`config.mk`:
```
export PLATFORM = sky130hd
export DESIGN_NAME = regfile_wb_arbiter
export DESIGN_NICKNAME = d
export VERILOG_FILES = /design/src/rtl/regfile_wb_arbiter.sv
export SDC_FILE = /design/constraint.sdc
export NUM_CORES = 1
export LEC_CHECK = 0
export ABC_AREA = 1
export CORE_ASPECT_RATIO = 0.8
export CORE_UTILIZATION = 66
export DETAILED_ROUTE_END_ITERATION = 8
export DONT_BUFFER_PORTS = 1
export PLACE_DENSITY = 0.83
export SLEW_MARGIN = 20
export SYNTH_ARGS = -nofsm -noshare
export SYNTH_HDL_FRONTEND = slang
export SYNTH_SLANG_ARGS = --single-unit
```
`constraint.sdc`:
```
create_clock -name clk -period 2.4 [get_ports clk]
set_clock_uncertainty 0.05 [all_clocks]
set_input_delay 0.48 -clock clk [delete_from_list [all_inputs] [get_ports clk]]
set_output_delay 0.48 -clock clk [all_outputs]
set_load 0.005 [all_outputs]
```
`src/rtl/regfile_wb_arbiter.sv`:
```
// regfile_wb_arbiter: shares the register-file write port between the execute (EX)
// and load (LD) writeback sources. It grants one writeback per cycle, registers the
// winning write onto rf_*, and keeps a pending-write busy bitmap for the issue stage.
// Optional feature macro: WB_ARB_RR_EN selects round-robin arbitration instead of
// fixed LD priority with an EX starvation guard.
module regfile_wb_arbiter #(
    parameter int XLEN         = 32,
    parameter int NREG         = 32,
    parameter int STARVE_LIMIT = 4
) (
    input  logic            clk,
    input  logic            rst,
    input  logic            ex_valid,
    input  logic [4:0]      ex_rd,
    input  logic [XLEN-1:0] ex_data,
    output logic            ex_ready,
    input  logic            ld_valid,
    input  logic [4:0]      ld_rd,
    input  logic [XLEN-1:0] ld_data,
    output logic            ld_ready,
    input  logic            rsv_valid,
    input  logic [4:0]      rsv_rd,
    output logic            rf_w_en,
    output logic [4:0]      rf_rd,
    output logic [XLEN-1:0] rf_write_data,
    output logic [NREG-1:0] busy
);

    logic            w_exGrant;
    logic            w_ldGrant;
    logic            w_exPriority;
    logic            r_rfWen;
    logic [4:0]      r_rfRd;
    logic [XLEN-1:0] r_rfData;
    logic [NREG-1:0] r_busy;
    logic [NREG-1:0] w_busyNext;

`ifdef WB_ARB_RR_EN
    // Set when EX should win the next contested cycle; LD is favoured after reset.
    logic r_exPriority;

    // Round-robin pointer: whoever was granted last loses the next contested cycle.
    always_ff @(posedge clk) begin
        if (rst) begin
            r_exPriority <= 1'b0;
        end else if (w_exGrant) begin
            r_exPriority <= 1'b0;
        end else if (w_ldGrant) begin
            r_exPriority <= 1'b1;
        end
    end

    assign w_exPriority = r_exPriority;
`else
    localparam int SW = $clog2(STARVE_LIMIT + 1);
    localparam logic [SW-1:0] LIMIT = SW'(STARVE_LIMIT);

    logic [SW-1:0] r_starveCount;

    // Count contested losses of EX, saturating at the limit; any EX grant clears it.
    always_ff @(posedge clk) begin
        if (rst) begin
            r_starveCount <= '0;
        end else if (w_exGrant) begin
            r_starveCount <= '0;
        end else if (ex_valid && w_ldGrant && (r_starveCount != LIMIT)) begin
            r_starveCount <= r_starveCount + 1'b1;
        end
    end

    assign w_exPriority = (r_starveCount == LIMIT);
`endif

    // Pick at most one requester per cycle; nothing is granted while reset is held.
    always_comb begin
        w_exGrant = 1'b0;
        w_ldGrant = 1'b0;
        if (!rst) begin
            if (ex_valid && ld_valid) begin
                if (w_exPriority) begin
                    w_exGrant = 1'b1;
                end else begin
                    w_ldGrant = 1'b1;
                end
            end else begin
                w_exGrant = ex_valid;
                w_ldGrant = ld_valid;
            end
        end
    end

    assign ex_ready = w_exGrant;
    assign ld_ready = w_ldGrant;

    // Register the granted write; x0 writes are swallowed and rd/data hold when idle.
    always_ff @(posedge clk) begin
        if (rst) begin
            r_rfWen  <= 1'b0;
            r_rfRd   <= '0;
            r_rfData <= '0;
        end else begin
            r_rfWen <= 1'b0;
            if (w_exGrant && (ex_rd != 5'd0)) begin
                r_rfWen  <= 1'b1;
                r_rfRd   <= ex_rd;
                r_rfData <= ex_data;
            end else if (w_ldGrant && (ld_rd != 5'd0)) begin
                r_rfWen  <= 1'b1;
                r_rfRd   <= ld_rd;
                r_rfData <= ld_data;
            end
        end
    end

    // Next busy bitmap: clear on the commit edge, then a new reservation overrides it.
    always_comb begin
        w_busyNext = r_busy;
        if (r_rfWen) begin
            w_busyNext[r_rfRd] = 1'b0;
        end
        if (rsv_valid && (rsv_rd != 5'd0)) begin
            w_busyNext[rsv_rd] = 1'b1;
        end
        w_busyNext[0] = 1'b0;
    end

    // Busy bitmap flops, driven straight to the issue stage.
    always_ff @(posedge clk) begin
        if (rst) begin
            r_busy <= '0;
        end else begin
            r_busy <= w_busyNext;
        end
    end

    assign rf_w_en       = r_rfWen;
    assign rf_rd         = r_rfRd;
    assign rf_write_data = r_rfData;
    assign busy          = r_busy;

endmodule

```
==> impl_metrics.csv, run 1 <==
group,metric,value,unit
outcome,outcome,"complete, but fails checks",
outcome,violations,"design-rule violations",
power,p_int,0.00184,W
logic_synthesis,synthMuxAreaShare,0,%
logic_synthesis,syn_nets,605,
logic_synthesis,synth_compound_area_share,9.34,%
global_route,grt_use_met1,41.6,%
setup_path,crit_path_end_kind,"output port",
placed_design,gp_congestion,0.837,
logic_synthesis,synthXorXnorAreaFrac,0,%
logic_synthesis,ys_types,28,
floorplanning,initial_core_util,70.3,%
drt,wl,9540,µm
drt,routed_via_density,6.01,
final_layout,drive_above_1_share,11.8,%
timing,period_share,90.3,%
global_route,use_met3,10.3,%
logic_synthesis,synth_warnings,0,
placed_design,port_buffers,0,
drt,dr.pass1.iters,9,
final_layout,area_delta_synth_final,4.72,%
floorplanning,die_w,84.6,µm
clock_network,cts.htree.levels,3,
clock_network,numCtsBuffers,9,
timing,tightest_slew,0.568,ns
global_route,grt-busiest-layer,"met2",
global_route,grt.total_usage,33.4,%
final_layout,fillers,435,
logic_synthesis,netlist_instances,519,
global_route,grt_util_met2,55.3,%
power,pwr-share-seq,51.3,%
final_layout,diodes,0,
clock_network,tritoncts,"done",
logic_synthesis,synth_top_family_by_area,"simple AND/OR/NAND/NOR gates",
timing,maxSlewHeadroom,61.8,%
clock_network,clkLatencyLatePin,0.34,ns
drt,via_count,3466,
drt,antenna_left,0,
clock_network,cts_setup_buffers,0,
power,switchingPower,0.000679,W
power,p_clk_share,37.8,%
floorplanning,core-area,0.00512,mm²
logic_synthesis,ys_ff_latch,72,
final_layout,nets,596,
floorplanning,dieArea,0.00576,mm²
drt,wl_per_cell,16.5,µm
clock_network,cts_num_sinks,72,
setup_path,worstPathArrival,1.64,ns
timing,final-hold-violation-count,0,
setup_path,start_kind,"flip-flop",
clock_network,ctsResizeCount,0,
final_layout,regArea,0.00144,mm²
power,p_per_area,668,mW/mm²
setup_path,crit_fanout,37,
timing,min_period,2.17,ns
global_route,overflow,0,
final_layout,multi_input_area,0.00180,mm²
logic_synthesis,yosys.area.top_type,"dfxtp_1",
global_route,grt_pass1_vias,3155,
logic_synthesis,synthSimpleGateAreaFrac,39.8,%
power,power.share.switching,26.9,%
logic_synthesis,synth_area,0.00360,mm²
hold_path,hold_path.class,"in2reg",
global_route,antenna_found_initial,0,
clock_network,root_buffer,"clkbuf_8",
setup_path,critPathKind,"reg2out",
timing,drv_slew,0,
power,peakVddDrop,0.451,mV
run,drv_cap,0,
logic_synthesis,syn_avg_cell_area,6.94,µm²
logic_synthesis,yosys-top-cells-area,"dfxtp_1 (40%), nor2_1 (8.5%), nand2_1 (7.9%), nand3_1 (6.9%), nand4_1 (5.9%)",
clock_network,clk_path_buf_depth,2,
placed_design,post-dp-hpwl,6630,µm
timing,rsz0062_at_grt,"no",
global_route,grt_max_degree,69,
timing,setup_ws,0.232,ns
logic_synthesis,synth_adder_area_share,0.694,%
timing,max_freq,461,MHz
floorplanning,ios,156,
floorplanning,rows,23,
power,p_leak,1.51,nW
clock_network,ctsHoldBuffers,0,
floorplanning,fp.dieH,68.1,µm
power,pwr-share-comb,10.9,%
timing,finalSetupViolCount,0,
timing,setup_tns,0,ns
clock_network,path_clk_slew,0.08,ns
global_route,grt_pass1_wl,14900,µm
logic_synthesis,seq_area_frac_synth,40.0,%
placed_design,preCtsSetupSlack,0.433,ns
setup_path,worstPathRequired,1.87,ns
drt,drc,11,
drt,drt_iter0_markers,292,
logic_synthesis,synth_top_area_share,40.0,%
-- power by group through the flow --
stage	Clock (W)	Combinational [W]	Sequential (W)
2_1_floorplan	0	0.000249	0.00131
3_3_place_gp	0	0.000257	0.00132
3_5_place_dp	0	0.000269	0.00132
4_1_cts	0.000967	0.000271	0.00129
5_1_grt	0.00102	0.000308	0.00130
6_report	0.000953	0.000274	0.00129
-- cell type report --
| cell class | instances | area share (%) |
|---|---|---|
| clock inverters | 5 | 1.49 |
| inverters | 54 | 5.44 |
| clock buffers | 11 | 3.75 |
| flip-flops and latches | 72 | 38.2 |
| multi-input cells | 366 | 47.7 |
| repair buffers | 7 | 1.39 |
| well taps | 62 | 2.06 |
-- per-layer routing --
metal | up-vias | wire length (µm)
met5 | - | 0
met4 | 0 | 177
met2 | 202 | 4300
li1 | 1674 | -
met3 | 21 | 1250
met1 | 1569 | 3800
-- critical path: stages, from the launching register on --
cell and delay (ns):
dfxtp_1 0.33, inv_1 0.08, ha_1 0.16, nand3_2 0.13
nand2_4 0.36, nand2_1 0.09, inv_1 0.14
-- placed cells by master (no fill, tap or decap) --
| cell | count |
|---|---|
| nand3_2 | 3 |
| nand2_2 | 1 |
| nor2_1 | 82 |
| inv_1 | 53 |
| nor2b_1 | 1 |
| inv_4 | 1 |
| nand2_8 | 2 |
| a21oi_1 | 34 |
| clkbuf_8 | 10 |
| buf_4 | 7 |
| ha_1 | 2 |
| dfxtp_1 | 72 |
| nor2_2 | 30 |
| nand4_1 | 34 |
| clkinv_2 | 2 |
| o21ai_0 | 32 |
| nand2_1 | 76 |
| nand2_4 | 1 |
| and3_1 | 1 |
| conb_1 | 1 |
| o22ai_1 | 1 |
| nor3_1 | 13 |
| clkinvlp_4 | 1 |
| nand3_4 | 1 |
| clkinv_4 | 1 |
| bufinv_16 | 1 |
| nand3_1 | 50 |
| nand3b_1 | 1 |
| clkbuf_1 | 1 |
-- cells by family (layout without fill, tap and decap cells) --
| logic type | after synthesis | in the layout |
|---|---|---|
| compound gates | 67 | 67 |
| fa+ha+maj | 2 | 2 |
| buf+inv | 81 | 77 |
| flops | 72 | 72 |
| other cells | 1 | 1 |
| simple gates | 296 | 296 |
-- registers in the layout, indices dropped and copies added (netlist names) --
register / count
busy: 31
r_starveCount: 3
rf_rd: 5
rf_w_en: 1
rf_write_data: 32
-- stage by stage --
| step | cell area [µm²] | cells | hold slack (ns) | util (%) | power [W] |
|---|---|---|---|---|---|
| 2_1_floorplan | 3600 | 519 | 0.407 | - | 0.00155 |
| 6_report | 3770 | 577 | 0.148 | 73.7 | 0.00252 |
| 3_3_place_gp | 3580 | 561 | 0.419 | 69.8 | 0.00158 |
| 5_1_grt | 3770 | 577 | 0.132 | 73.7 | 0.00263 |
| 4_1_cts | 3770 | 577 | 0.135 | 73.7 | 0.00253 |
| 3_5_place_dp | 3580 | 561 | 0.428 | 69.8 | 0.00159 |
-- Yosys cell counts, drive strengths merged --
cell type  count
nand3b         1
conb           1
dfxtp         72
nand2         80
nor2         112
nand3         54
nor3          13
and3           1
clkbuf        13
nor2b          1
buf           14
a21oi         34
o21ai         32
ha             2
nand4         34
inv           54
o22ai          1
-- final timing paths --
kind                                                     from                     to  slack [ns]  depth (start not counted)
worst max-delay path            r_starveCount[0]$_SDFFE_PP0P_               ex_ready        0.23                          6
worst min-delay path                                      rst    busy[23]$_SDFF_PP0_        0.15                          1
worst max register to register  r_starveCount[0]$_SDFFE_PP0P_  rf_rd[2]$_SDFFE_PP0P_        0.40                          8
worst min register to register            busy[21]$_SDFF_PP0_    busy[21]$_SDFF_PP0_        0.44                          2
No activity file was read; power rests on OpenSTA's default activity.
==> run 2, diff against run 1 <==
--- a/config.mk
+++ b/config.mk
@@ -11,7 +11,7 @@
 export DETAILED_ROUTE_END_ITERATION = 8
 export DONT_BUFFER_PORTS = 1
 export PLACE_DENSITY = 0.83
-export SLEW_MARGIN = 20
 export SYNTH_ARGS = -nofsm -noshare
 export SYNTH_HDL_FRONTEND = slang
 export SYNTH_SLANG_ARGS = --single-unit
+export TNS_END_PERCENT = 50
==> results of run 2 <==
Same layout as run 1: the final DEF is identical, and so are final timing and power.
==> run 3, diff against run 2 <==
--- a/config.mk
+++ b/config.mk
@@ -7,6 +7,7 @@
 export LEC_CHECK = 0
 export ABC_AREA = 1
 export CORE_ASPECT_RATIO = 0.8
+export CORE_MARGIN = 1.5
 export CORE_UTILIZATION = 66
 export DETAILED_ROUTE_END_ITERATION = 8
 export DONT_BUFFER_PORTS = 1
==> run 3 against run 2 <==
The run still ends with design-rule violations left. Combinational power shrank 1%. Fmax up 0.38%. Via count is 1.0% lower. Flip-flop and latch count unchanged. Hold slack lost 0.0048 ns. Design area down 0.30%. Critical path depth is the same. First-iteration DRC count decreased by 22%. Die area grew 2.7%. Wire length down 4.4%. Critical endpoint is now ld_ready.
==> impl_metrics.csv, run 3 (synthesized netlist as in run 1, its figures left out) <==
group,metric,value,unit
global_route,overflow,0,
drt,dr.pass1.iters,6,
global_route,grt_pass1_vias,3109,
final_layout,diodes,0,
drt,routed_via_density,5.94,
timing,setup_tns,0,ns
power,power.share.switching,29.3,%
clock_network,path_clk_slew,0.08,ns
power,switchingPower,0.000713,W
timing,maxSlewHeadroom,56.5,%
final_layout,drive_above_1_share,12.2,%
placed_design,post-dp-hpwl,6390,µm
outcome,outcome,"complete, but fails checks",
floorplanning,dieArea,0.00591,mm²
final_layout,nets,597,
setup_path,start_kind,"flip-flop",
timing,period_share,90.0,%
power,p_clk_share,35.7,%
floorplanning,ios,156,
drt,drc,11,
drt,wl,9120,µm
clock_network,numCtsBuffers,9,
hold_path,hold_path.class,"in2reg",
power,peakVddDrop,0.336,mV
timing,fin_hold_ws,0.143,ns
global_route,grt.total_usage,31.3,%
final_layout,fin_cells,578,
timing,min_period,2.16,ns
timing,finalSetupViolCount,0,
setup_path,crit_path_end_kind,"output port",
clock_network,ctsResizeCount,0,
final_layout,final_area,0.00376,mm²
setup_path,crit_fanout,30,
floorplanning,rows,23,
power,pwr-share-comb,11.1,%
setup_path,worstPathArrival,1.63,ns
global_route,grt_max_degree,69,
placed_design,dpl_cell_area,0.00358,mm²
clock_network,cts_setup_buffers,0,
final_layout,layout_commonest_cell,"nor2_1",
clock_network,ctsHoldBuffers,0,
floorplanning,initial_core_util,70.3,%
placed_design,port_buffers,0,
drt,wl_per_cell,15.8,µm
placed_design,gp_congestion,0.876,
final_layout,largest_reg_flops,32,
global_route,antenna_found_initial,0,
clock_network,tritoncts,"done",
setup_path,worstPathRequired,1.87,ns
final_layout,area_delta_synth_final,4.41,%
setup_path,crit_chain,"inv_1 > ha_1 > nand3_2 > nand2_2 > inv_4 > buf_4",
clock_network,clkLatencyLatePin,0.34,ns
timing,tightest_slew,0.647,ns
global_route,grt_pass1_wl,14900,µm
power,p_leak,1.50,nW
run,drv_cap,0,
outcome,violations,"design-rule violations",
setup_path,cp_slowest_cell,"dfxtp_1",
setup_path,crit_family,"buffers and inverters",
final_layout,fin_util,73.4,%
placed_design,dp_cells,562,
setup_path,critPathKind,"reg2out",
clock_network,cts.htree.levels,3,
drt,via_count,3431,
timing,final-hold-violation-count,0,
floorplanning,core-area,0.00512,mm²
drt,drt_iter0_markers,227,
setup_path,crit_buf_inv,3,
drt,antenna_left,0,
setup_path,slowest_delay,0.36,ns
floorplanning,fp.dieH,69.1,µm
power,pwr-share-seq,53.2,%
timing,max_freq,463,MHz
floorplanning,die_w,85.6,µm
clock_network,clk_path_buf_depth,2,
timing,drv_slew,0,
final_layout,final_cell_mix,"nor2_1 (82), nand2_1 (76), dfxtp_1 (72)",
timing,rsz0062_at_grt,"no",
clock_network,root_buffer,"clkbuf_8",
power,p_int,0.00172,W
power,p_per_area,646,mW/mm²
clock_network,cts_num_sinks,72,
[run 3: cell count changes in the layout (fill, tap and decap cells not counted), sizes merged]
cell,change
buf,+1
clkinvlp,+1
clkbuf,-2
inv,+2
bufinv,-1
[run 3: final timing paths]
path	from	to	slack, ns	cells after the start
hold reg to reg	busy[17]$_SDFF_PP0_	busy[17]$_SDFF_PP0_	0.44	2
setup reg to reg	r_starveCount[0]$_SDFFE_PP0P_	rf_rd[2]$_SDFFE_PP0P_	0.43	8
setup / recovery	r_starveCount[0]$_SDFFE_PP0P_	ld_ready	0.24	6
hold / removal	rst	busy[11]$_SDFF_PP0_	0.14	1
[run 3: final cells by class]
type                    instances  area, µm²
flip-flops and latches         72       1440
multi-input cells             366       1800
fillers                       427       1360
repair buffers                  8       60.1
inverters                      54        205
clock inverters                 7       55.1
clock buffers                   9        124
well taps                      62       77.6
[run 3: power groups by stage]
stage / clock, W / combinational (W) / sequential (W)
after floorplan: 0 / 0.000249 / 0.00131
after global placement: 0 / 0.000256 / 0.00132
after detailed placement: 0 / 0.000266 / 0.00132
after CTS: 0.000873 / 0.000268 / 0.00129
after global routing: 0.000930 / 0.000308 / 0.00130
final: 0.000869 / 0.000270 / 0.00129
[run 3: per-stage QoR]
stage          setup slack [ns]  power (W)
3_3_place_gp              0.534    0.00158
3_5_place_dp              0.454    0.00159
4_1_cts                   0.248    0.00243
6_report                  0.240    0.00243
2_1_floorplan             0.807    0.00155
5_1_grt                   0.115    0.00254
[run 3: per-layer routing]
layer,GRT usage [%],share of wire (%)
met5,0,0
met3,15.0,13
met1,40.1,41
met2,46.6,44
met4,9.32,1.6
